===== src/rtl/pc_seq_if.sv =====
// Fetch-stage control/result bundle between the execute stage and the PC sequencer.
// The master modport is the driver side; the slave modport is the sequencer side.
interface pc_seq_if #(
  parameter int WIDTH = 32
);
  logic             mod_en;
  logic             r_en;
  logic             we;
  logic [WIDTH-1:0] wd;
  logic             ib;
  logic [WIDTH-1:0] bv;
  logic             link;
  logic             ret;
  logic [WIDTH-1:0] iaddrout;
  logic             iaddr_valid;
  logic             ras_empty;
  logic             ras_full;
  logic [1:0]       ras_err;

  modport master (
    output mod_en, r_en, we, wd, ib, bv, link, ret,
    input  iaddrout, iaddr_valid, ras_empty, ras_full, ras_err
  );

  modport slave (
    input  mod_en, r_en, we, wd, ib, bv, link, ret,
    output iaddrout, iaddr_valid, ras_empty, ras_full, ras_err
  );
endinterface


===== src/rtl/pc_seq.sv =====
// Program-counter sequencer: redirect / return / branch / sequential next-PC selection,
// a circular return-address stack, and a refill-bubble counter gating fetch validity.
module pc_seq #(
  parameter int               WIDTH        = 32,
  parameter int               STEP         = 4,
  parameter int               BR_OFFSET    = 8,
  parameter logic [WIDTH-1:0] RESET_ADDR   = '0,
  parameter int               RAS_DEPTH    = 4,
  parameter int               FLUSH_CYCLES = 2
) (
  input logic   clk,
  input logic   reset,
  pc_seq_if.slave bus
);

  localparam int PW = $clog2(RAS_DEPTH);
  localparam int CW = $clog2(RAS_DEPTH + 1);
  localparam int BW = (FLUSH_CYCLES > 0) ? $clog2(FLUSH_CYCLES + 1) : 1;

  localparam logic [WIDTH-1:0] STEP_W  = WIDTH'(STEP);
  localparam logic [WIDTH-1:0] BROFF_W = WIDTH'(BR_OFFSET);
  localparam logic [CW-1:0]    DEPTH_C = CW'(RAS_DEPTH);
  localparam logic [BW-1:0]    FLUSH_B = BW'(FLUSH_CYCLES);

  typedef enum logic [1:0] {
    SEL_SEQ,
    SEL_REDIR,
    SEL_RET,
    SEL_BR
  } pc_sel_e;

  logic [WIDTH-1:0] ctr;
  logic [WIDTH-1:0] ctr_next;
  logic [WIDTH-1:0] seq_addr;
  logic [WIDTH-1:0] ras_mem [RAS_DEPTH];
  logic [PW-1:0]    ras_ptr;      // next slot to write; top lives at ras_ptr - 1
  logic [PW-1:0]    ras_ptr_dec;
  logic [CW-1:0]    ras_cnt;
  logic [BW-1:0]    bcnt;
  logic [1:0]       ras_err_q;

  pc_sel_e pc_sel;
  logic    do_push;
  logic    do_pop;
  logic    underflow;
  logic    full;
  logic    empty;

  assign seq_addr    = ctr + STEP_W;
  assign ras_ptr_dec = ras_ptr - PW'(1);
  assign full        = (ras_cnt == DEPTH_C);
  assign empty       = (ras_cnt == '0);

  // Next-PC source selection: redirect beats return beats branch beats sequential.
  // NOTE: every signal driven here gets a default first so no path leaves it unassigned (no latch).
  always_comb begin
    pc_sel    = SEL_SEQ;
    do_push   = 1'b0;
    do_pop    = 1'b0;
    underflow = 1'b0;
    if (bus.we) begin
      pc_sel = SEL_REDIR;
    end else if (bus.ret) begin
      if (!empty) begin
        pc_sel = SEL_RET;
        do_pop = 1'b1;
      end else begin
        underflow = 1'b1;
      end
    end else if (bus.ib) begin
      pc_sel  = SEL_BR;
      do_push = bus.link;
    end
  end

  always_comb begin
    ctr_next = seq_addr;
    unique case (pc_sel)
      SEL_REDIR: ctr_next = bus.wd;
      SEL_RET:   ctr_next = ras_mem[ras_ptr_dec];
      SEL_BR:    ctr_next = ctr + bus.bv + BROFF_W;
      default:   ctr_next = seq_addr;
    endcase
  end

  // Architectural state; everything except the output register freezes when mod_en is low.
  // NOTE: sequential state uses non-blocking assignments so all registers update from pre-edge values.
  always_ff @(posedge clk) begin
    if (reset) begin
      ctr       <= RESET_ADDR;
      ras_ptr   <= '0;
      ras_cnt   <= '0;
      ras_err_q <= 2'b00;
      bcnt      <= FLUSH_B;
    end else if (bus.mod_en) begin
      ctr <= ctr_next;

      if (do_push) begin
        ras_ptr <= ras_ptr + PW'(1);
        if (full) ras_err_q[0] <= 1'b1;
        else      ras_cnt      <= ras_cnt + CW'(1);
      end else if (do_pop) begin
        ras_ptr <= ras_ptr_dec;
        ras_cnt <= ras_cnt - CW'(1);
      end

      if (underflow) ras_err_q[1] <= 1'b1;

      if (pc_sel != SEL_SEQ) bcnt <= FLUSH_B;
      else if (bcnt != '0)   bcnt <= bcnt - BW'(1);
    end
  end

  // NOTE: the stack storage has no reset; ras_cnt guards every read, so stale entries are never used.
  always_ff @(posedge clk) begin
    if (!reset && bus.mod_en && do_push) begin
      ras_mem[ras_ptr] <= seq_addr;
    end
  end

  // Fetch output register samples the pre-update PC and bubble state.
  always_ff @(posedge clk) begin
    if (reset) begin
      bus.iaddrout    <= RESET_ADDR;
      bus.iaddr_valid <= 1'b0;
    end else if (bus.r_en) begin
      bus.iaddrout    <= ctr;
      bus.iaddr_valid <= (bcnt == '0);
    end
  end

  assign bus.ras_empty = empty;
  assign bus.ras_full  = full;
  assign bus.ras_err   = ras_err_q;

endmodule

===== src/flat_wrapper.sv =====
// flat-port wrapper written by rule: the top's interface ports become plain ports
module pc_seq_flat 
#(
  parameter int               WIDTH        = 32,
  parameter int               STEP         = 4,
  parameter int               BR_OFFSET    = 8,
  parameter logic [WIDTH-1:0] RESET_ADDR   = '0,
  parameter int               RAS_DEPTH    = 4,
  parameter int               FLUSH_CYCLES = 2
)
  (clk, reset, bus_mod_en, bus_r_en, bus_we, bus_wd, bus_ib, bus_bv, bus_link, bus_ret, bus_iaddrout, bus_iaddr_valid, bus_ras_empty, bus_ras_full, bus_ras_err);
  pc_seq_if #(.WIDTH(WIDTH)) bus_i ();
  input logic clk;
  input logic reset;
  input wire logic [$bits(bus_i.mod_en)-1:0] bus_mod_en;
  input wire logic [$bits(bus_i.r_en)-1:0] bus_r_en;
  input wire logic [$bits(bus_i.we)-1:0] bus_we;
  input wire logic [$bits(bus_i.wd)-1:0] bus_wd;
  input wire logic [$bits(bus_i.ib)-1:0] bus_ib;
  input wire logic [$bits(bus_i.bv)-1:0] bus_bv;
  input wire logic [$bits(bus_i.link)-1:0] bus_link;
  input wire logic [$bits(bus_i.ret)-1:0] bus_ret;
  output wire logic [$bits(bus_i.iaddrout)-1:0] bus_iaddrout;
  output wire logic [$bits(bus_i.iaddr_valid)-1:0] bus_iaddr_valid;
  output wire logic [$bits(bus_i.ras_empty)-1:0] bus_ras_empty;
  output wire logic [$bits(bus_i.ras_full)-1:0] bus_ras_full;
  output wire logic [$bits(bus_i.ras_err)-1:0] bus_ras_err;
  assign bus_i.mod_en = bus_mod_en;
  assign bus_i.r_en = bus_r_en;
  assign bus_i.we = bus_we;
  assign bus_i.wd = bus_wd;
  assign bus_i.ib = bus_ib;
  assign bus_i.bv = bus_bv;
  assign bus_i.link = bus_link;
  assign bus_i.ret = bus_ret;
  assign bus_iaddrout = bus_i.iaddrout;
  assign bus_iaddr_valid = bus_i.iaddr_valid;
  assign bus_ras_empty = bus_i.ras_empty;
  assign bus_ras_full = bus_i.ras_full;
  assign bus_ras_err = bus_i.ras_err;
  pc_seq #(.WIDTH(WIDTH), .STEP(STEP), .BR_OFFSET(BR_OFFSET), .RESET_ADDR(RESET_ADDR), .RAS_DEPTH(RAS_DEPTH), .FLUSH_CYCLES(FLUSH_CYCLES)) u_core (.clk(clk), .reset(reset), .bus(bus_i));
endmodule

===== config.mk =====
export PLATFORM = sky130hd
export DESIGN_NAME = pc_seq_flat
export DESIGN_NICKNAME = d
export VERILOG_FILES = /design/src/rtl/pc_seq_if.sv /design/src/rtl/pc_seq.sv /design/src/flat_wrapper.sv
export SDC_FILE = /design/constraint.sdc
export NUM_CORES = 1
export LEC_CHECK = 0
export ABC_CLOCK_PERIOD_IN_PS = 3200
export BUFFER_PORTS_ARGS = -buffer_cell sky130_fd_sc_hd__buf_2
export CAP_MARGIN = 20
export CORE_MARGIN = 5
export CORE_UTILIZATION = 35
export CTS_CLUSTER_DIAMETER = 40
export DETAILED_ROUTE_END_ITERATION = 10
export GPL_TIMING_DRIVEN = 0
export SLEW_MARGIN = 20
export SYNTH_ARGS = -nofsm -noshare
export SYNTH_HDL_FRONTEND = slang
export SYNTH_SLANG_ARGS = --single-unit

===== constraint.sdc =====
create_clock -name clk -period 3.2 [get_ports clk]
set_input_delay 0.16 -clock clk [delete_from_list [all_inputs] [get_ports clk]]
set_output_delay 0.16 -clock clk [all_outputs]
set_load 0.05 [all_outputs]

==> results of run 1 <==
==> how the worst min path moves through the flow <==
stage | cells after the start | endpoint | slack [ns]
2_1_floorplan | 2 | u_core.ctr[13]$_SDFFE_PP0P_ | 0.36
6_report | 5 | u_core.ctr[0]$_SDFFE_PP0P_ | 0.04
3_3_place_gp | 2 | u_core.bus.ras_err[0]$_SDFFE_PP0P_ | 0.46
5_1_grt | 5 | u_core.ctr[0]$_SDFFE_PP0P_ | 0.07
4_1_cts | 5 | u_core.ctr[0]$_SDFFE_PP0P_ | 0.01
3_5_place_dp | 2 | u_core.bus.ras_err[0]$_SDFFE_PP0P_ | 0.46
==> power by group through the flow <==
stage / Sequential, W / Combinational [W] / Clock (W)
after global routing: 0.00292 / 0.00127 / 0.00361
after global placement: 0.00297 / 0.00107 / 0
after detailed placement: 0.00297 / 0.00108 / 0
after floorplan: 0.00300 / 0.000688 / 0
final: 0.00292 / 0.00117 / 0.00344
after CTS: 0.00292 / 0.00112 / 0.00350
==> critical path: cells and delay by family, from the launching register on <==
family / cells / cell delay [ns]
compound gates: 8 / 1.58
xor+xnor: 1 / 0.18
flops: 1 / 0.35
fa+ha+maj: 3 / 0.76
buf+inv: 1 / 0.14
==> cells in the final DEF, fill, tap and decap left out, drive strengths merged, types with 27 or more instances in the layout <==
cell type	netlist	routed
nand3	31	31
buf	15	138
a21oi	48	48
inv	23	27
mux4	32	32
nand2	84	84
nor2	87	87
clkbuf	38	74
o21ai	31	31
dfxtp	74	74
mux2i	38	38
xnor2	40	40
edfxtp	128	128
ha	67	67
==> timing repair <==
action	4_1_cts	5_1_grt
pin swaps	12	19
hold buffers	5	0
endpoints found under the setup margin	33	22
endpoints found under the hold margin	5	0
buffers inserted	6	8
resized for setup	32	32
==> stage by stage <==
stage                     total power, W  hold slack [ns]
after floorplan                  0.00369            0.360
after global placement           0.00404            0.460
after detailed placement         0.00405            0.460
after CTS                        0.00754           0.0138
after global routing             0.00780           0.0722
final                            0.00753           0.0393
==> cell families after synthesis <==
family          synth area share, %
xor+xnor                       4.91
fa+ha+maj                      8.21
simple gates                   12.2
flops                          49.8
mux                            10.4
compound gates                 11.7
buf+inv                        2.81
==> state kept, by name, summed over array words and instances (netlist names) <==
register,cells
u_core.bus.iaddrout,32
u_core.bus.iaddr_valid,1
u_core.ctr,32
u_core.ras_cnt,3
u_core.bus.ras_err,2
u_core.ras_mem,128
u_core.ras_ptr,2
u_core.bcnt,2
==> metal layers <==
layer	track usage, %	vias to the layer above	part of all wire, %
met1	26.6	4033	43
met3	3.20	62	7.4
met4	5.70	0	2.9
met5	0	-	0
met2	31.7	341	46
li1	-	3833	-
==> layout make-up <==
| cell class | instances | area, um^2 |
|---|---|---|
| clock buffers | 36 | 795 |
| flip-flops and latches | 202 | 5360 |
| fillers | 2868 | 17100 |
| multi-input cells | 654 | 5230 |
| well taps | 396 | 495 |
| repair buffers | 129 | 785 |
| inverters | 23 | 86.3 |
| clock inverters | 21 | 267 |
| plain buffers | 52 | 226 |
==> results by group, run 1 <==
Synth
  • Most frequent cell after synthesis: edfxtp_1
  • Synth Warn #: 0
  • Top cells by count, synth: edfxtp_1, nor2_1, nand2_1, dfxtp_1, ha_1
  • Synth Cell Area: 10700 um^2
  • Cell count after synthesis: 932
  • Post-synthesis sequential area ratio: 49.8%
  • Top post-synthesis cells by area: edfxtp_1, dfxtp_1, ha_1
  • Synth async-reset ratio: 0%
  • Syn_area_per_cell: 11.5 um^2
  • Post-synth EDFFs: 128
  • Top-area cell type share of the netlist area: 35.9%
  • Distinct cells, synth: 70
  • Post-synthesis register bit count: 202
  • Most used flip-flop cell after synthesis: edfxtp_1
  • Syn_nets: 1073
  • Largest area contributor in the netlist: edfxtp_1

Clock tree
  • TritonCTS Buffers: 31
  • Reg clk slew, reported paths: 0.06 ns
  • Clock Latency Late Sink: 0.55 ns
  • CTS tree: done
  • H-tree levels: 1
  • Max Root-Sink Buffers: 3
  • Clock Sinks: 202
  • Clk root buf: clkbuf_16

Critical path
  • Crit path largest cell delay: 0.37 ns
  • Startpoint types: flip-flop
  • Worst Reg-to-Reg Cells: 13
  • Worst setup endpoint: u_core.ctr[25]$_SDFFE_PP0P_
  • Worst R2R End: u_core.ctr[25]$_SDFFE_PP0P_
  • R2R Path Start: u_core.ctr[1]$_SDFFE_PP0P_
  • CP cell instances: ha_4 -> ha_4 -> fa_2 -> a211oi_2 -> o21bai_1 -> a21oi_2 -> buf_6 -> o311ai_4 -> a221oi_2 -> o21ai_2 -> xor2_2 -> a222oi_1 -> o31ai_1
  • Reg2reg setup slack: 0.04 ns
  • Crit path kind: reg2reg
  • Critical path capture point type: flip-flop
  • Worst-path fanout max: 4
  • Worst path slowest cell: fa_2
  • Worst Setup SP: u_core.ctr[1]$_SDFFE_PP0P_
  • CP most frequent cell: ha_4
  • Critical path required time: 3.61 ns
  • Worst EP arrival: 3.57 ns

Hold path
  • Hold_sp: bus_wd[0]
  • Hold crit path type: in2reg

Power
  • Sw Share: 27.3%
  • Cell Int Power: 0.00547 W
  • Clock Power Share: 45.7%
  • Pwr Density: 568 nW/um^2
  • Leak pwr: 5.17 nW
  • Worst VDD drop: 0.000437 V
  • Psw: 0.00206 W
  • Logic pwr share: 15.5%
  • Flop pwr share: 38.7%

Global routing
  • Global route overflow: 0
  • Largest net degree at the start of global routing: 22
  • Initial antenna violation count: 0
  • Number of global-route vias before repair: 8316
  • First-pass GRT wire length: 50000 um
  • GRT Overall Usage: 19.4%

Place
  • Placed cells: 1438
  • HPWL Detailed: 24200 um
  • Port buffer count: 106
  • DP Worst Slack: -0.824 ns
  • Final Wtd Congestion: 0.869
  • DP Area: 11800 um^2

Cells and area
  • Final net count: 1234
  • Antenna Cells: 0
  • Synth-to-Final Area Change: 23.8%
  • Design area: 13200 um^2
  • Non-filler cells, final: 1513
  • Layout cells sized above 1: 25.9%
  • Finished Core Util: 43.6%

Route
  • # DRC: 0
  • Post-route ant nets: 0
  • WL final: 33800 um
  • Via/cell ratio: 5.47
  • Wire per inst: 22.4 um
  • Initial detailed-routing violation count: 760
  • Vias post-DR: 8269
  • Pre-Repair DR Iteration Count: 5

STA
  • RSZ-0062 raised after global routing: true
  • Final period util: 98.8%
  • Count of final setup violators: 0
  • Crit path time final: 3.16 ns
  • Final WS setup: 0.0374 ns
  • Clk_skew: 0.0103 ns
  • Final hold violations: 0
  • Setup TNS: 0 ns
  • Max Freq: 316 MHz
  • Max-slew headroom: 28.1%
  • Worst slew pin tran: 1.08 ns
  • Slew Viols, Final: 0

Floorplanning
  • # IOs: 109
  • Die area: 34200 um^2
  • Die Ht: 185 um
  • # rows: 64
  • Initial Util: 35.3%
  • Core Box Area: 30300 um^2
  • Die width: 185 um

Job
  • Max cap viols: 0

Status
  • Status: complete, no violations
No activity file was read; power rests on OpenSTA's default activity.
==> inputs of run 2 (changes only) <==
--- a/config.mk
+++ b/config.mk
@@ -8,7 +8,6 @@
 export ABC_CLOCK_PERIOD_IN_PS = 3200
 export BUFFER_PORTS_ARGS = -buffer_cell sky130_fd_sc_hd__buf_2
 export CAP_MARGIN = 20
-export CORE_MARGIN = 5
 export CORE_UTILIZATION = 35
 export CTS_CLUSTER_DIAMETER = 40
 export DETAILED_ROUTE_END_ITERATION = 10
==> run 2 against run 1 <==
Net effect: die area down 8.5%; total power rose by 3.0%; flip-flop and latch count unchanged; critical endpoint is now u_core.ctr[31]$_SDFFE_PP0P_.
==> results by group, run 2 (synthesis gave the netlist of run 1 again) <==
Status
  • Status: complete, no violations

Clock tree
  • Max Root-Sink Buffers: 3
  • Clock Latency Late Sink: 0.52 ns
  • Clock Sinks: 202
  • CTS tree: done
  • Reg clk slew, reported paths: 0.05 ns
  • TritonCTS Buffers: 35
  • H-tree levels: 2
  • # hold bufs at CTS: 0
  • Clk root buf: clkbuf_16

Power
  • Leak pwr: 5.20 nW
  • Tot Pwr: 0.00775 W
  • Pwr Density: 583 nW/um^2
  • Worst VDD drop: 0.000298 V

Critical path
  • Crit path max-delay family: simple AND/OR/NAND/NOR gates
  • Worst EP arrival: 3.52 ns
  • Crit path largest cell delay: 0.51 ns
  • Startpoint types: flip-flop
  • Crit path kind: reg2reg
  • CP cell instances: ha_1 -> ha_2 -> nand2_2 -> nor3_4 -> nand3_2 -> or4b_1 -> o211ai_2 -> o21ai_2 -> or3b_1 -> a41oi_2 -> o21a_1
  • Critical path required time: 3.63 ns
  • Worst-path fanout max: 6
  • Critical path capture point type: flip-flop
  • Worst path slowest cell: or4b_1
  • CP bufs+invs: 0

STA
  • Final period util: 96.5%
  • Crit path time final: 3.09 ns
  • RSZ-0062 raised after global routing: false
  • Count of final setup violators: 0
  • Final hold violations: 0
  • Max-slew headroom: 38.6%
  • Max Freq: 324 MHz
  • Final WS setup: 0.111 ns
  • Clk_skew: 0.0367 ns
  • Worst slew pin tran: 0.920 ns
  • Slew Viols, Final: 0
  • Setup TNS: 0 ns

Floorplanning
  • Die width: 177 um
  • # rows: 63
  • Die area: 31300 um^2
  • Die Ht: 177 um
  • Core Box Area: 29900 um^2
  • Initial Util: 35.8%
  • # IOs: 109

Global routing
  • Global route overflow: 0
  • Largest net degree at the start of global routing: 23
  • Initial antenna violation count: 0
  • Number of global-route vias before repair: 8210
  • GRT Overall Usage: 21.5%
  • First-pass GRT wire length: 49900 um

Route
  • Pre-Repair DR Iteration Count: 6
  • Initial detailed-routing violation count: 838
  • WL final: 32800 um
  • Wire per inst: 21.8 um
  • Via/cell ratio: 5.50
  • # DRC: 0
  • Vias post-DR: 8266
  • Post-route ant nets: 0

Hold path
  • Hold crit path type: in2reg

Cells and area
  • Non-filler cells, final: 1502
  • Biggest regs: u_core.ras_mem: 128 flops, u_core.bus.iaddrout: 32 flops, u_core.ctr: 32 flops
  • Final net count: 1227
  • Most frequent cells in the layout: edfxtp_1, buf_2, nor2_1
  • Finished Core Util: 44.5%
  • Layout cells sized above 1: 26.5%
  • Largest register FFs: 128
  • Synth-to-Final Area Change: 24.3%
  • Largest Register: u_core.ras_mem
  • Antenna Cells: 0
  • Commonest non-fill, non-tap cell in the layout: edfxtp_1

Place
  • Placed cells: 1432
  • Final Wtd Congestion: 0.907
  • DP Worst Slack: -0.847 ns
  • Port buffer count: 106
  • HPWL Detailed: 23500 um

Job
  • Max cap viols: 0
-- run 2: cell types whose count changed in the layout (fill, tap and decap cells not counted), sizes merged --
cell         previous run  this run
clkinv                  9        10
clkbuf                 74        83
bufinv                  5         2
buf                   138       132
inv                    27        26
dlygate4sd3             5         0
-- run 2: worst register-to-register path, cell delays in order (launching register included) --
cell and delay, ns:
dfxtp_2 0.42, ha_1 0.27, ha_2 0.37, nand2_2 0.13, nor3_4 0.20, nand3_2 0.16
or4b_1 0.51, o211ai_2 0.15, o21ai_2 0.15, or3b_1 0.38, a41oi_2 0.14, o21a_1 0.15
-- run 2: layout make-up --
class	instances	area, um^2
tap	390	488
multi-input combinational	654	5290
buffer	52	229
clock inverter	18	200
fill	2765	16600
inverter	23	86.3
clock buffer	45	975
timing repair buffer	118	689
sequential	202	5350
-- run 2: per-stage QoR --
step           hold WS [ns]  cell area, um^2
2_1_floorplan         0.360            10700
4_1_cts              0.0175            13100
5_1_grt              0.0702            13300
6_report             0.0255            13300
3_5_place_dp          0.475            11800
3_3_place_gp          0.461            11700
-- run 2: where the power goes --
| group | switching (W) | total [W] | leakage, nW | internal, W |
|---|---|---|---|---|
| clock | 0.00133 | 0.00368 | 0.567 | 0.00234 |
| combinational | 0.000723 | 0.00116 | 2.86 | 0.000433 |
| sequential | 0.0000725 | 0.00292 | 1.77 | 0.00285 |
-- run 2: final timing paths --
path | from | end | slack [ns] | cells after the start
hold reg to reg | u_core.bus.ras_err[0]$_SDFFE_PP0P_ | u_core.bus.ras_err[0]$_SDFFE_PP0P_ | 0.48 | 2
hold / removal | bus_ret | u_core.bus.ras_err[1]$_SDFFE_PP0P_ | 0.03 | 3
setup reg to reg | u_core.ctr[15]$_SDFFE_PP0P_ | u_core.ctr[31]$_SDFFE_PP0P_ | 0.11 | 11
setup / recovery | u_core.ctr[15]$_SDFFE_PP0P_ | u_core.ctr[31]$_SDFFE_PP0P_ | 0.11 | 11
-- run 2: repair_timing --
item                                    4_1_cts  5_1_grt
endpoints found under the setup margin       33       16
pin swaps                                    11        9
endpoints found under the hold margin         0        0
buffers inserted                              6        2
gates resized for setup                      32       41
-- run 2: layer usage --
layer  up-vias  routed length, um  global-route usage [%]
met1      4005              14100                    29.9
li1       3824                  -                       -
met2       375              15000                    33.9
met3        62               2660                    3.37
met5         -                  0                       0
met4         0                936                    7.61
==> inputs of run 3 (changes only) <==
--- a/config.mk
+++ b/config.mk
@@ -5,6 +5,7 @@
 export SDC_FILE = /design/constraint.sdc
 export NUM_CORES = 1
 export LEC_CHECK = 0
+export ABC_AREA = 1
 export ABC_CLOCK_PERIOD_IN_PS = 3200
 export BUFFER_PORTS_ARGS = -buffer_cell sky130_fd_sc_hd__buf_2
 export CAP_MARGIN = 20
==> run 3 against run 2 <==
Net effect: sequential power about the same; non-clock buffer count unchanged; the flow now finishes with violations (DRC); hold slack better by 0.019 ns; total power down 6.3%; routed wire length up 25%; via count up 33%; sequential share of layout area down 2.5 points; clock power down 15%.
==> results by group, run 3 <==
Synth
  • Post-synthesis register bit count: 202
  • Syn_area_per_cell: 7.77 um^2
  • Top cells by count, synth: nand2_1, inv_1, nor2_1, edfxtp_1, a21oi_1
  • Post-synth EDFFs: 128
  • Syn_nets: 1669
  • Largest area contributor in the netlist: edfxtp_1
  • Synth async-reset ratio: 0%
  • Most frequent cell after synthesis: nand2_1
  • Top-area cell type share of the netlist area: 32.4%
  • Top post-synthesis cells by area: edfxtp_1, nand2_1, dfxtp_1
  • Distinct cells, synth: 48
  • Cell count after synthesis: 1528
  • Synth Cell Area: 11900 um^2
  • Post-synthesis sequential area ratio: 44.8%
  • Synth Warn #: 0
  • Most used flip-flop cell after synthesis: edfxtp_1

Route
  • WL final: 41000 um
  • Pre-Repair DR Iteration Count: 9
  • # DRC: 2
  • Post-route ant nets: 0
  • Initial detailed-routing violation count: 1057
  • Wire per inst: 19.1 um
  • Via/cell ratio: 5.11
  • Vias post-DR: 11000

Cells and area
  • Biggest regs: u_core.ras_mem: 128 flops, u_core.bus.iaddrout: 32 flops, u_core.ctr: 32 flops
  • Design area: 14100 um^2
  • Finished Core Util: 42.3%
  • Antenna Cells: 0
  • Commonest non-fill, non-tap cell in the layout: nand2_1
  • Largest register FFs: 128
  • Layout cells sized above 1: 13.6%
  • Synth-to-Final Area Change: 19.0%
  • Most frequent cells in the layout: nand2_1, inv_1, nor2_1
  • Final net count: 1814
  • Largest Register: u_core.ras_mem

Global routing
  • Initial antenna violation count: 0
  • First-pass GRT wire length: 60900 um
  • Global route overflow: 0
  • Number of global-route vias before repair: 10100
  • GRT Overall Usage: 24.0%
  • Largest net degree at the start of global routing: 21

Floorplanning
  • Die area: 34700 um^2
  • Die width: 186 um
  • Initial Util: 35.5%
  • Core Box Area: 33400 um^2
  • # rows: 67
  • Die Ht: 186 um
  • # IOs: 109

STA
  • Final period util: 94.1%
  • Slew Viols, Final: 0
  • Max-slew headroom: 44.8%
  • Setup TNS: 0 ns
  • Worst slew pin tran: 0.828 ns
  • Final hold violations: 0
  • Crit path time final: 3.01 ns
  • Clk_skew: 0.0302 ns
  • RSZ-0062 raised after global routing: false
  • Count of final setup violators: 0
  • Max Freq: 332 MHz

Critical path
  • Worst R2R End: u_core.ctr[13]$_SDFFE_PP0P_
  • Critical path required time: 3.66 ns
  • Crit path largest cell delay: 0.53 ns
  • Crit path kind: reg2reg
  • Worst EP arrival: 3.48 ns
  • Worst Reg-to-Reg Cells: 12
  • CP bufs+invs: 5
  • Reg2reg setup slack: 0.19 ns
  • CP cell instances: inv_1 -> buf_2 -> clkbuf_2 -> ha_4 -> inv_1 -> clkbuf_1 -> o21ai_0 -> o22ai_1 -> nand2_1 -> nand4_1 -> nand2_1 -> a21oi_1
  • Startpoint types: flip-flop
  • Worst path slowest cell: clkbuf_1
  • Crit path max-delay family: buffers and inverters
  • Critical path capture point type: flip-flop
  • Worst-path fanout max: 11
  • R2R Path Start: u_core.ras_ptr[0]$_SDFFE_PP0P_

Clock tree
  • CTS tree: done
  • Clock Sinks: 202
  • Clk root buf: clkbuf_16
  • Reg clk slew, reported paths: 0.06 ns
  • H-tree levels: 1
  • Clock Latency Late Sink: 0.56 ns
  • TritonCTS Buffers: 29
  • Number of post-CTS setup repair buffers: 0
  • Max Root-Sink Buffers: 3

Power
  • Worst VDD drop: 0.000344 V
  • Pwr Density: 514 nW/um^2
  • Leak pwr: 6.41 nW
  • Tot Pwr: 0.00726 W

Hold path
  • Hold_sp: bus_wd[4]
  • Hold endpoint: u_core.ctr[4]$_SDFFE_PP0P_
  • Hold crit path type: in2reg
  • Hold Crit Depth: 5

Place
  • HPWL Detailed: 31600 um
  • Final Wtd Congestion: 0.915
  • Port buffer count: 105
  • DP Area: 13100 um^2

Status
  • Status: finished, violations left
  • Failing checks: DRC

Job
  • Max cap viols: 0
==> run 3: tightest hold or removal path, stage by stage <==
cell	delay, ns
buf_2	0.09
nand2_1	0.07
o211ai_1	0.09
a21oi_1	0.07
nor2_1	0.07
==> run 3: cell type report <==
cell class | instances | area (um^2)
fillers | 3352 | 19300
multi-input cells | 1066 | 5600
flip-flops and latches | 202 | 5330
inverters | 204 | 766
clock buffers | 32 | 737
repair buffers | 114 | 686
well taps | 448 | 561
plain buffers | 56 | 236
clock inverters | 22 | 219
==> run 3: cells by family after synthesis <==
logic type / count (synthesis) / share of synthesized area [%]
flip-flops: 202 / 44.8
AND/OR/NAND/NOR: 723 / 25.8
buffers and inverters: 260 / 8.39
AO/OA/AOI/OAI: 245 / 11.3
XOR/XNOR: 29 / 2.20
adder cells (fa/ha/maj): 69 / 7.40
==> run 3: routing by layer <==
layer | track usage, % | part of all wire [%] | vias up
li1 | - | - | 5313
met5 | 0 | 0 | -
met1 | 32.8 | 45 | 5104
met4 | 9.90 | 3.9 | 0
met3 | 4.28 | 8.2 | 74
met2 | 37.3 | 43 | 465
==> run 3: power breakdown <==
part	leakage, nW	internal, W	switching, W
Sequential	1.78	0.00284	0.0000956
Clock	0.460	0.00186	0.00127
Combinational	4.17	0.000361	0.000830
==> run 3: worst max path at each step <==
stage	cells past startpoint	slack, ns	endpoint	from
2_1_floorplan	6	0.33	u_core.ras_mem[0][0]$_DFFE_PP_	u_core.ras_ptr[0]$_SDFFE_PP0P_
3_3_place_gp	6	-1.18	u_core.ras_mem[0][26]$_DFFE_PP_	u_core.ras_ptr[0]$_SDFFE_PP0P_
3_5_place_dp	11	-0.40	u_core.ctr[20]$_SDFFE_PP0P_	u_core.ras_ptr[0]$_SDFFE_PP0P_
4_1_cts	12	0.02	u_core.ctr[20]$_SDFFE_PP0P_	u_core.ras_ptr[0]$_SDFFE_PP0P_
5_1_grt	12	0.02	u_core.ctr[26]$_SDFFE_PP0P_	u_core.ras_ptr[0]$_SDFFE_PP0P_
6_report	12	0.19	u_core.ctr[13]$_SDFFE_PP0P_	u_core.ras_ptr[0]$_SDFFE_PP0P_
==> run 3: repair_timing <==
item                                    in CTS  in global routing
endpoints found under the hold margin        5                  0
hold buffers                                 5                  0
pin swaps                                    0                  1
resized for setup                            3                  5
endpoints found under the setup margin      28                 23
==> run 3: metrics by stage <==
step / instances / hold slack, ns / worst slack [ns]
detailed placement: 2085 / 0.463 / -0.404
global route: 2144 / 0.0616 / 0.0240
floorplan: 1528 / 0.362 / 0.334
CTS: 2144 / 0.0194 / 0.0150
finish: 2144 / 0.0444 / 0.188
global placement: 2081 / 0.464 / -1.18
